`src/rtl/lsu_bus_ctrl_if.sv`:
```
// ---------------------------------------------------------------------------
// lsu_bus_ctrl_if
// Data-memory port between the load/store bus controller and the memory.
// Signal suffixes are named from the controller's point of view.
//   dmem_req_out   - bus request, held high for the whole transaction
//   dmem_we_out    - 1 = write, 0 = read
//   dmem_addr_out  - word-aligned address
//   dmem_wdata_out - lane-replicated store data
//   dmem_wmask_out - byte enables (0000 on reads)
//   dmem_ack_in    - completion from memory
//   dmem_rdata_in  - read data, valid with dmem_ack_in
// Modports: master = controller side, slave = memory side.
// ---------------------------------------------------------------------------
interface lsu_bus_ctrl_if;
   logic        dmem_req_out;
   logic        dmem_we_out;
   logic [31:0] dmem_addr_out;
   logic [31:0] dmem_wdata_out;
   logic [3:0]  dmem_wmask_out;
   logic        dmem_ack_in;
   logic [31:0] dmem_rdata_in;

   modport master (
      output dmem_req_out, dmem_we_out, dmem_addr_out, dmem_wdata_out, dmem_wmask_out,
      input  dmem_ack_in, dmem_rdata_in
   );

   modport slave (
      input  dmem_req_out, dmem_we_out, dmem_addr_out, dmem_wdata_out, dmem_wmask_out,
      output dmem_ack_in, dmem_rdata_in
   );
endinterface

```
`src/rtl/lsu_bus_ctrl.sv`:
```
// ---------------------------------------------------------------------------
// lsu_bus_ctrl
// Load/store bus controller for the STRV32I core. Accepts a load or store
// from the decoder, runs one registered req/ack transaction on the data
// memory port, stalls the pipeline meanwhile, and returns sign/zero-extended
// load data. Misaligned accesses are rejected without a bus cycle; a missing
// ack is turned into a bus error after TIMEOUT_CYCLES busy cycles.
// Ports:
//   clk_in, rst_in      - clock, asynchronous active-low reset
//   ld_req_in/st_req_in - load / store request (store wins if both)
//   size_in             - 00 byte, 01 half, 10/11 word
//   unsigned_in         - zero-extend loads
//   addr_in, st_data_in - effective address, store data
//   dmem                - data-memory port (master side)
//   stall_out           - combinational pipeline hold
//   load_data_out       - extended load result, held until the next load
//   load_valid_out, st_done_out, misaligned_out, bus_err_out
//                       - one-cycle completion pulses, exactly one per access
// ---------------------------------------------------------------------------
module lsu_bus_ctrl #(
   parameter int unsigned TIMEOUT_CYCLES = 16
) (
   input  logic                  clk_in,
   input  logic                  rst_in,
   input  logic                  ld_req_in,
   input  logic                  st_req_in,
   input  logic [1:0]            size_in,
   input  logic                  unsigned_in,
   input  logic [31:0]           addr_in,
   input  logic [31:0]           st_data_in,
   lsu_bus_ctrl_if.master        dmem,
   output logic                  stall_out,
   output logic [31:0]           load_data_out,
   output logic                  load_valid_out,
   output logic                  st_done_out,
   output logic                  misaligned_out,
   output logic                  bus_err_out
);

   localparam int CNT_W = (TIMEOUT_CYCLES == 0) ? 1 : $clog2(TIMEOUT_CYCLES + 1);
   localparam logic [CNT_W-1:0] TIMEOUT_VAL = CNT_W'(TIMEOUT_CYCLES);

   typedef enum logic [1:0] {IDLE, BUSY, DONE} state_t;

   state_t           state;
   logic [CNT_W-1:0] busy_cnt;
   logic [1:0]       size_q;
   logic             uns_q;
   logic [1:0]       lane_q;

   logic             req_any;
   logic             misaligned;
   logic [3:0]       wmask_c;
   logic [31:0]      wdata_c;
   logic [7:0]       rd_byte;
   logic [15:0]      rd_half;
   logic [31:0]      ld_ext;
   logic [CNT_W-1:0] cnt_inc;
   logic             timeout_hit;

   assign req_any    = ld_req_in | st_req_in;
   assign misaligned = ((size_in == 2'b01) & addr_in[0]) |
                       (size_in[1] & (addr_in[1:0] != 2'b00));
   assign stall_out  = ((state == IDLE) & req_any) | (state == BUSY);

   assign cnt_inc     = busy_cnt + CNT_W'(1);
   assign timeout_hit = (TIMEOUT_CYCLES != 0) && (cnt_inc == TIMEOUT_VAL);

   // Store lane replication and byte enables; reads never enable a byte.
   always_comb begin
      // NOTE: every output of a combinational block gets a default before any
      // branch, so no path leaves it unassigned and no latch is inferred.
      wmask_c = 4'b1111;
      wdata_c = st_data_in;
      case (size_in)
         2'b00: begin
            wmask_c = 4'b0001 << addr_in[1:0];
            wdata_c = {4{st_data_in[7:0]}};
         end
         2'b01: begin
            wmask_c = 4'b0011 << {addr_in[1], 1'b0};
            wdata_c = {2{st_data_in[15:0]}};
         end
         default: ;
      endcase
      if (!st_req_in) wmask_c = 4'b0000;
   end

   // Lane select and extension of the returned read data.
   always_comb begin
      rd_byte = dmem.dmem_rdata_in[7:0];
      case (lane_q)
         2'd1:    rd_byte = dmem.dmem_rdata_in[15:8];
         2'd2:    rd_byte = dmem.dmem_rdata_in[23:16];
         2'd3:    rd_byte = dmem.dmem_rdata_in[31:24];
         default: ;
      endcase
      rd_half = lane_q[1] ? dmem.dmem_rdata_in[31:16] : dmem.dmem_rdata_in[15:0];
      case (size_q)
         2'b00:   ld_ext = {{24{~uns_q & rd_byte[7]}}, rd_byte};
         2'b01:   ld_ext = {{16{~uns_q & rd_half[15]}}, rd_half};
         default: ld_ext = dmem.dmem_rdata_in;
      endcase
   end

   always_ff @(posedge clk_in or negedge rst_in) begin
      if (!rst_in) begin
         state               <= IDLE;
         busy_cnt            <= '0;
         size_q              <= 2'b00;
         uns_q               <= 1'b0;
         lane_q              <= 2'b00;
         dmem.dmem_req_out   <= 1'b0;
         dmem.dmem_we_out    <= 1'b0;
         dmem.dmem_addr_out  <= 32'h0;
         dmem.dmem_wdata_out <= 32'h0;
         dmem.dmem_wmask_out <= 4'b0000;
         load_data_out       <= 32'h0;
         load_valid_out      <= 1'b0;
         st_done_out         <= 1'b0;
         misaligned_out      <= 1'b0;
         bus_err_out         <= 1'b0;
      end else begin
         // NOTE: non-blocking assignments only in clocked logic; the pulse
         // defaults below are overridden by a later assignment in the same
         // cycle, which is what makes each pulse exactly one cycle wide.
         load_valid_out <= 1'b0;
         st_done_out    <= 1'b0;
         misaligned_out <= 1'b0;
         bus_err_out    <= 1'b0;
         case (state)
            IDLE: begin
               if (req_any) begin
                  if (misaligned) begin
                     misaligned_out <= 1'b1;
                     state          <= DONE;
                  end else begin
                     dmem.dmem_req_out   <= 1'b1;
                     dmem.dmem_we_out    <= st_req_in;
                     dmem.dmem_addr_out  <= {addr_in[31:2], 2'b00};
                     dmem.dmem_wdata_out <= wdata_c;
                     dmem.dmem_wmask_out <= wmask_c;
                     size_q              <= size_in;
                     uns_q               <= unsigned_in;
                     lane_q              <= addr_in[1:0];
                     busy_cnt            <= '0;
                     state               <= BUSY;
                  end
               end
            end
            BUSY: begin
               // An ack in the final allowed cycle still completes normally.
               if (dmem.dmem_ack_in) begin
                  dmem.dmem_req_out <= 1'b0;
                  state             <= DONE;
                  if (dmem.dmem_we_out) begin
                     st_done_out <= 1'b1;
                  end else begin
                     load_valid_out <= 1'b1;
                     load_data_out  <= ld_ext;
                  end
               end else if (timeout_hit) begin
                  dmem.dmem_req_out <= 1'b0;
                  bus_err_out       <= 1'b1;
                  state             <= DONE;
               end else begin
                  busy_cnt <= cnt_inc;
               end
            end
            // Requests are ignored here so the stalled instruction retires
            // on this cycle's edge without being issued a second time.
            DONE:    state <= IDLE;
            default: state <= IDLE;
         endcase
      end
   end

endmodule

```
`src/flat_wrapper.sv`:
```
// flat-port wrapper written by rule: the top's interface ports become plain ports
module lsu_bus_ctrl_flat 
#(
   parameter int unsigned TIMEOUT_CYCLES = 16
)
  (clk_in, rst_in, ld_req_in, st_req_in, size_in, unsigned_in, addr_in, st_data_in, stall_out, load_data_out, load_valid_out, st_done_out, misaligned_out, bus_err_out, dmem_dmem_req_out, dmem_dmem_we_out, dmem_dmem_addr_out, dmem_dmem_wdata_out, dmem_dmem_wmask_out, dmem_dmem_ack_in, dmem_dmem_rdata_in);
  lsu_bus_ctrl_if dmem_i ();
  input  logic clk_in;
  input  logic rst_in;
  input  logic ld_req_in;
  input  logic st_req_in;
  input  logic [1:0] size_in;
  input  logic unsigned_in;
  input  logic [31:0] addr_in;
  input  logic [31:0] st_data_in;
  output logic stall_out;
  output logic [31:0] load_data_out;
  output logic load_valid_out;
  output logic st_done_out;
  output logic misaligned_out;
  output logic bus_err_out;
  output wire logic [$bits(dmem_i.dmem_req_out)-1:0] dmem_dmem_req_out;
  output wire logic [$bits(dmem_i.dmem_we_out)-1:0] dmem_dmem_we_out;
  output wire logic [$bits(dmem_i.dmem_addr_out)-1:0] dmem_dmem_addr_out;
  output wire logic [$bits(dmem_i.dmem_wdata_out)-1:0] dmem_dmem_wdata_out;
  output wire logic [$bits(dmem_i.dmem_wmask_out)-1:0] dmem_dmem_wmask_out;
  input wire logic [$bits(dmem_i.dmem_ack_in)-1:0] dmem_dmem_ack_in;
  input wire logic [$bits(dmem_i.dmem_rdata_in)-1:0] dmem_dmem_rdata_in;
  assign dmem_dmem_req_out = dmem_i.dmem_req_out;
  assign dmem_dmem_we_out = dmem_i.dmem_we_out;
  assign dmem_dmem_addr_out = dmem_i.dmem_addr_out;
  assign dmem_dmem_wdata_out = dmem_i.dmem_wdata_out;
  assign dmem_dmem_wmask_out = dmem_i.dmem_wmask_out;
  assign dmem_i.dmem_ack_in = dmem_dmem_ack_in;
  assign dmem_i.dmem_rdata_in = dmem_dmem_rdata_in;
  lsu_bus_ctrl #(.TIMEOUT_CYCLES(TIMEOUT_CYCLES)) u_core (.clk_in(clk_in), .rst_in(rst_in), .ld_req_in(ld_req_in), .st_req_in(st_req_in), .size_in(size_in), .unsigned_in(unsigned_in), .addr_in(addr_in), .st_data_in(st_data_in), .dmem(dmem_i), .stall_out(stall_out), .load_data_out(load_data_out), .load_valid_out(load_valid_out), .st_done_out(st_done_out), .misaligned_out(misaligned_out), .bus_err_out(bus_err_out));
endmodule
```
`config.mk`:
```
export PLATFORM = sky130hd
export DESIGN_NAME = lsu_bus_ctrl_flat
export DESIGN_NICKNAME = d
export VERILOG_FILES = /design/src/rtl/lsu_bus_ctrl_if.sv /design/src/rtl/lsu_bus_ctrl.sv /design/src/flat_wrapper.sv
export SDC_FILE = /design/constraint.sdc
export NUM_CORES = 1
export LEC_CHECK = 0
export CORE_MARGIN = 10
export CORE_UTILIZATION = 52
export CTS_BUF_LIST = sky130_fd_sc_hd__clkbuf_4 sky130_fd_sc_hd__clkbuf_8
export CTS_CLUSTER_DIAMETER = 80
export DETAILED_ROUTE_END_ITERATION = 16
export DONT_BUFFER_PORTS = 1
export PLACE_DENSITY = 0.74
export SLEW_MARGIN = 10
export SYNTH_ARGS = -nofsm -noshare
export SYNTH_HDL_FRONTEND = slang
export SYNTH_SLANG_ARGS = --single-unit
```
`constraint.sdc`:
```
create_clock -name clk_in -period 2 [get_ports clk_in]
set_input_delay 0.1 -clock clk_in [delete_from_list [all_inputs] [get_ports clk_in]]
set_output_delay 0.1 -clock clk_in [all_outputs]
set_load 0.1 [all_outputs]
```
==> impl_metrics.yaml, run 1 <==
timing:
  slew_violations: 0
  timing_hold_violations_final: 116
  worst_clock_skew_ns: 0.008621
  layout_worst_path_cycle_share_pct: 94.18
  setup_viol_count_final: 0
  max_freq_mhz: 530.9
  minimum_clock_period_ns: 1.884
  timing.max_slew.rel_slack_pct: 54.49
  worst_slew_pin_slew_ns: 0.6810
  final.setup.tns_ns: 0
  rsz0062_at_grt: "no"
  hold_slack_ns: -0.6208
floorplanning:
  boundaryPins: 211
  die_w_um: 121.1
  initial_core_util_pct: 53.83
  design.die.area_mm2: 0.01465
  die-height_um: 121.1
  core_area_mm2: 0.009864
  rows: 36
clock_tree:
  cts.root.buffer_cell: "clkbuf_8"
  h-tree-depth: 4
  clock_transition_at_the_registers_of_the_reported_paths_ns: 0.06
  cts_hold_buffers: 105
  cts-buffers-inserted: 17
  tritoncts: "done"
  clock_tree.buffer_depth: 2
  tritoncts_num_sinks: 116
  clkLatencyLatePin_ns: 0.42
drt:
  detailedRoute.firstPassIterationCount: 6
  detail_route.drc_violations: 0
  drt-vias-per-instance: 5.810
  vias: 4973
  routed_wire_length_per_instance_um: 22.37
  initialDrtViolationCount: 549
  routed_wl_um: 19150
  ant_nets: 0
critical_path:
  timing_worst_setup_path_type: "register to register"
  critical_path.max_fanout: 6
  worst-r2r-cell-count: 5
  timing.critical_path.from_type: "register"
  crit_required_ns: 2.29
  cpPeakStageDelay_ns: 0.53
  end_kind: "register"
  cp_data_arrival_time_ns: 2.18
  cpMaxStageDelayCell: "nor2_4"
  worstPathCellList: "nor3_1, nor2_4, nand3_1, o32ai_1, a21oi_1"
hold_path:
  hp-class: "input port to async pin"
layout:
  final_common_cell: "dfrtp_1"
  syn_to_final_growth_pct: 45.41
  drive_above_1_share_pct: 28.22
  layout.nets: 818
  antennaDiodeCount: 0
  most-common-layout-cells: "dfrtp_1, buf_4, dlygate4sd3_1"
place:
  place_congestion: 0.8307
  place_hpwl_um: 11670
  place.port_buffers: 0
logic_synthesis:
  mappedNetlistArea_mm2: 0.005310
  async_set_or_reset_register_ratio_after_synthesis_pct: 100.0
  ys_types: 50
  syn_area_per_cell_um2: 10.49
  synth_edf_count: 0
  yosysWarnings: 0
  synth-main-ff-cell: "dfrtp_1"
  count_of_mapped_cells_out_of_synthesis: 506
  ys_seq_area_share_pct: 54.67
  synth-seq-cells: 116
global_route:
  antenna_found_initial: 0
  grt_start_max_net_pins: 117
  globalRouteTotalUtil_pct: 25.73
  first_global_vias: 5340
  globalRouteOverflowTotal: 0
  grt_pass1_wl_um: 29520
run_status:
  violations: "negative hold slack"
  run_status: "complete, but fails checks"
flow_run:
  count_of_max_cap_constraint_violations: 0
==> area by class of cell <==
type                    instances  area [um2]
flip-flops and latches        116        2903
well taps                     133       166.4
multi-input cells             348        2241
clock buffers                  21       282.8
fillers                       564        2143
repair buffers                218        1934
clock inverters                 9       152.6
inverters                      11       41.29
==> registers in the layout, indices dropped and copies added, names as in the netlist, 2 cells and up <==
name                        flops
u_core.dmem.dmem_addr_out      30
u_core.busy_cnt                 5
u_core.dmem.dmem_wmask_out      4
u_core.load_data_out           32
u_core.size_q                   2
u_core.dmem.dmem_wdata_out     32
u_core.state                    2
u_core.lane_q                   2
==> cell families after synthesis <==
group,after synthesis,share of synthesized area [%]
AND/OR/NAND/NOR,146,12.06
AO/OA/AOI/OAI,129,14.63
flip-flops,116,54.67
multiplexers,68,14.07
buffers and inverters,43,3.864
adder cells (fa/ha/maj),2,0.4712
other,1,0.07062
XOR/XNOR,1,0.1650
==> final timing paths <==
path	start	to	slack, ns
worst max-delay path	u_core.state[0]$_DFFE_PN0P_	u_core.busy_cnt[2]$_DFFE_PN0P_	0.12
worst min-delay path	rst_in	u_core.load_data_out[5]$_DFFE_PN0P_	-0.62
worst max register to register	u_core.state[0]$_DFFE_PN0P_	u_core.busy_cnt[2]$_DFFE_PN0P_	0.12
worst min register to register	u_core.load_data_out[10]$_DFFE_PN0P_	u_core.load_data_out[10]$_DFFE_PN0P_	0.49
max in group asynchronous	rst_in	u_core.load_data_out[18]$_DFFE_PN0P_	2.45
min in group clk_in	dmem_dmem_rdata_in[27]	u_core.load_data_out[11]$_DFFE_PN0P_	0.04
==> critical path: cells and delay by family (launching register included) <==
family	cells	cell delay (ns)
flip-flops	1	0.41
AND/OR/NAND/NOR	3	0.95
AO/OA/AOI/OAI	2	0.40
==> metal layers <==
metal | GRT usage, % | up-vias | wire length (um)
li1 | - | 2177 | -
met1 | 26.06 | 2400 | 6420
met2 | 44.05 | 330 | 9636
met3 | 12.75 | 66 | 2447
met4 | 10.86 | 0 | 647
met5 | 0 | - | 0
==> stage by stage <==
step / utilization, % / setup WS, ns / hold WS [ns] / area (um2) / std cells
2_1_floorplan: - / 0.1815 / -0.1956 / 5321 / 507
3_3_place_gp: 62.90 / 0.1618 / -0.1887 / 6205 / 721
3_5_place_dp: 62.90 / 0.09707 / -0.1898 / 6205 / 721
4_1_cts: 78.07 / 0.01985 / -0.6500 / 7701 / 856
5_1_grt: 78.27 / 0.0001315 / -0.6567 / 7721 / 856
6_report: 78.27 / 0.1164 / -0.6208 / 7721 / 856
==> repair_timing <==
item,CTS,global route
gates resized for setup,0,4
setup buffers,0,0
hold endpoints to repair,228,116
endpoints found under the setup margin,0,7
==> Yosys cell counts (3+ instances only) <==
library cell  number  area (um2)
a21oi_1           32       160.2
a221oi_1           7       61.31
and3_1             3       18.77
buf_2             11       55.05
buf_6              3       33.78
clkbuf_1          16       60.06
dfrtp_1          116        2903
inv_1             10       37.54
mux2_2            43       484.2
mux2i_1           24       240.2
nand2_1           80       300.3
nand2b_1           3       18.77
nand3_1            5       25.02
nor2_1            37       138.9
nor2b_1            3       18.77
o211ai_1           7       52.55
o21ai_0           55       275.3
o22ai_1            7       43.79
o31a_1             7       61.31
Power of run 1 is left out: the tool's default activity adds up to more than one toggle a clock period on the data nets, which glitch-free logic cannot reach.
==> inputs of run 2 (changes only) <==
Settings changed: CELL_PAD_IN_SITES_DETAIL_PLACEMENT from default to 0, CELL_PAD_IN_SITES_GLOBAL_PLACEMENT from default to 2, CORE_UTILIZATION 52 to 39, PLACE_DENSITY 0.74 to 0.88.
Clock period 2 ns to 1.9 ns, I/O delays scaled along.
==> run 2 against run 1 <==
Against the previous run: the run still ends with negative hold slack left; critical path depth rose by 2; sequential share of layout area down 0.34 points; via count shrank 3.5%; wire length down 5.1%; setup slack got worse by 0.074 ns; fmax grew 1.4%; utilization decreased by 20 points; design area up 1.0%; hold slack got worse by 0.035 ns; clock-buffer cell count is 4 lower; non-clock buffer count increased by 9; clock skew up 0.0098 ns; largest cell class unchanged.
==> impl_metrics.yaml, run 2 (synthesized netlist as in run 1, its figures left out) <==
timing:
  timing.max_slew.rel_slack_pct: 60.38
  hold_slack_ns: -0.6557
  minimum_clock_period_ns: 1.858
  setup_slack_ns: 0.04210
  setup_viol_count_final: 0
  max_freq_mhz: 538.2
  rsz0062_at_grt: "no"
  worst_clock_skew_ns: 0.01840
  slew_violations: 0
  layout_worst_path_cycle_share_pct: 97.78
  timing_hold_violations_final: 116
  worst_slew_pin_slew_ns: 0.5924
layout:
  antennaDiodeCount: 0
  post_route_core_utilization_pct: 58.66
  drive_above_1_share_pct: 29.02
  syn_to_final_growth_pct: 46.87
  final_common_cell: "buf_4"
  layout.nets: 827
  biggest_registers_after_layout: "u_core.dmem.dmem_wdata_out x32, u_core.load_data_out x32, u_core.dmem.dmem_addr_out x30"
  most-common-layout-cells: "buf_4, dfrtp_1, dlygate4sd3_1"
drt:
  routed_wire_length_per_instance_um: 19.98
  initialDrtViolationCount: 265
  ant_nets: 0
  drt-vias-per-instance: 5.274
  detail_route.drc_violations: 0
  routed_wl_um: 18180
  vias: 4799
  detailedRoute.firstPassIterationCount: 4
floorplanning:
  core_area_mm2: 0.01330
  rows: 42
  die_w_um: 136.7
  design.die.area_mm2: 0.01868
  initial_core_util_pct: 39.94
  die-height_um: 136.7
  boundaryPins: 211
global_route:
  globalRouteOverflowTotal: 0
  grt_pass1_wl_um: 28420
  antenna_found_initial: 0
  first_global_vias: 5123
  globalRouteTotalUtil_pct: 19.58
  grt_start_max_net_pins: 117
critical_path:
  end_kind: "register"
  worst_path_dominant_cell_family: "compound AO/OA/AOI/OAI gates"
  worst-r2r-cell-count: 7
  path_buf_inv: 1
  crit_required_ns: 2.20
  cp_data_arrival_time_ns: 2.16
  critical_path.reg2reg.startpoint: "u_core.busy_cnt[0]$_DFFE_PN0P_"
  cpMaxStageDelayCell: "dfrtp_2"
  timing.critical_path.to: "u_core.busy_cnt[0]$_DFFE_PN0P_"
  cpPeakStageDelay_ns: 0.46
  worst-path-stages: 7
  critPathLaunch: "u_core.busy_cnt[0]$_DFFE_PN0P_"
  crit-reg2reg-capture: "u_core.busy_cnt[0]$_DFFE_PN0P_"
  timing.critical_path.from_type: "register"
  r2r_setup_slack_ns: 0.04
  timing_worst_setup_path_type: "register to register"
  critical_path.max_fanout: 7
  worstPathCellList: "ha_2, and3_1, a31oi_4, nor3_4, buf_4, o21ai_0, o21ai_1"
place:
  pre_cts_ws_ns: -0.05487
  place_hpwl_um: 11720
  place_congestion: 0.7825
  place.port_buffers: 0
clock_tree:
  tritoncts_num_sinks: 116
  h-tree-depth: 4
  cts_hold_buffers: 110
  clock_transition_at_the_registers_of_the_reported_paths_ns: 0.08
  clock_tree.buffer_depth: 2
  tritoncts: "done"
  cts-buffers-inserted: 17
  cts.root.buffer_cell: "clkbuf_8"
  clkLatencyLatePin_ns: 0.45
flow_run:
  count_of_max_cap_constraint_violations: 0
run_status:
  violations: "negative hold slack"
  run_status: "complete, but fails checks"
hold_path:
  hp-class: "input port to async pin"
## run 2: worst min path at each step
stage,start,to,slack (ns),cells past startpoint
2_1_floorplan,rst_in,u_core.bus_err_out$_DFF_PN0_,-0.20,0
3_3_place_gp,rst_in,u_core.busy_cnt[3]$_DFFE_PN0P_,-0.19,0
3_5_place_dp,rst_in,u_core.busy_cnt[0]$_DFFE_PN0P_,-0.19,0
4_1_cts,rst_in,u_core.load_data_out[1]$_DFFE_PN0P_,-0.69,0
5_1_grt,rst_in,u_core.load_data_out[5]$_DFFE_PN0P_,-0.69,0
6_report,rst_in,u_core.load_data_out[13]$_DFFE_PN0P_,-0.66,0
## run 2: final cells by class
| class | instances | area, um2 |
|---|---|---|
| Clock inverter | 15 | 132.6 |
| Sequential cell | 116 | 2905 |
| Clock buffer | 17 | 234.0 |
| Fill cell | 1087 | 5497 |
| Multi-Input combinational cell | 348 | 2248 |
| Timing Repair Buffer | 227 | 2014 |
| Inverter | 11 | 43.79 |
| Tap cell | 176 | 220.2 |
## run 2: per-layer routing
metal  vias to the layer above  wire, um  track usage (%)
met2                       233      9005            32.00
met1                      2348      6678            21.68
met3                        24      2175            9.348
met5                         -         0                0
li1                       2194         -                -
met4                         0       322            7.456
## run 2: worst register-to-register path: stages (launching register included)
cell	delay (ns)
dfrtp_2	0.46
ha_2	0.24
and3_1	0.21
a31oi_4	0.22
nor3_4	0.06
buf_4	0.16
o21ai_0	0.23
o21ai_1	0.13
## run 2: metrics by stage
| stage | setup TNS (ns) | std cells | instance area (um2) |
|---|---|---|---|
| 2_1_floorplan | 0 | 507 | 5321 |
| 3_3_place_gp | 0 | 767 | 6269 |
| 3_5_place_dp | -0.1492 | 767 | 6269 |
| 4_1_cts | 0 | 909 | 7764 |
| 5_1_grt | 0 | 910 | 7799 |
| 6_report | 0 | 910 | 7799 |
## run 2: what timing repair did
| item | CTS | global route |
|---|---|---|
| resized for setup | 3 | 5 |
| buffers inserted | 0 | 1 |
| hold endpoints to repair | 228 | 116 |
| setup endpoints to repair | 4 | 15 |
| pin swaps | 0 | 2 |
Power of run 2 is left out for the same reason.
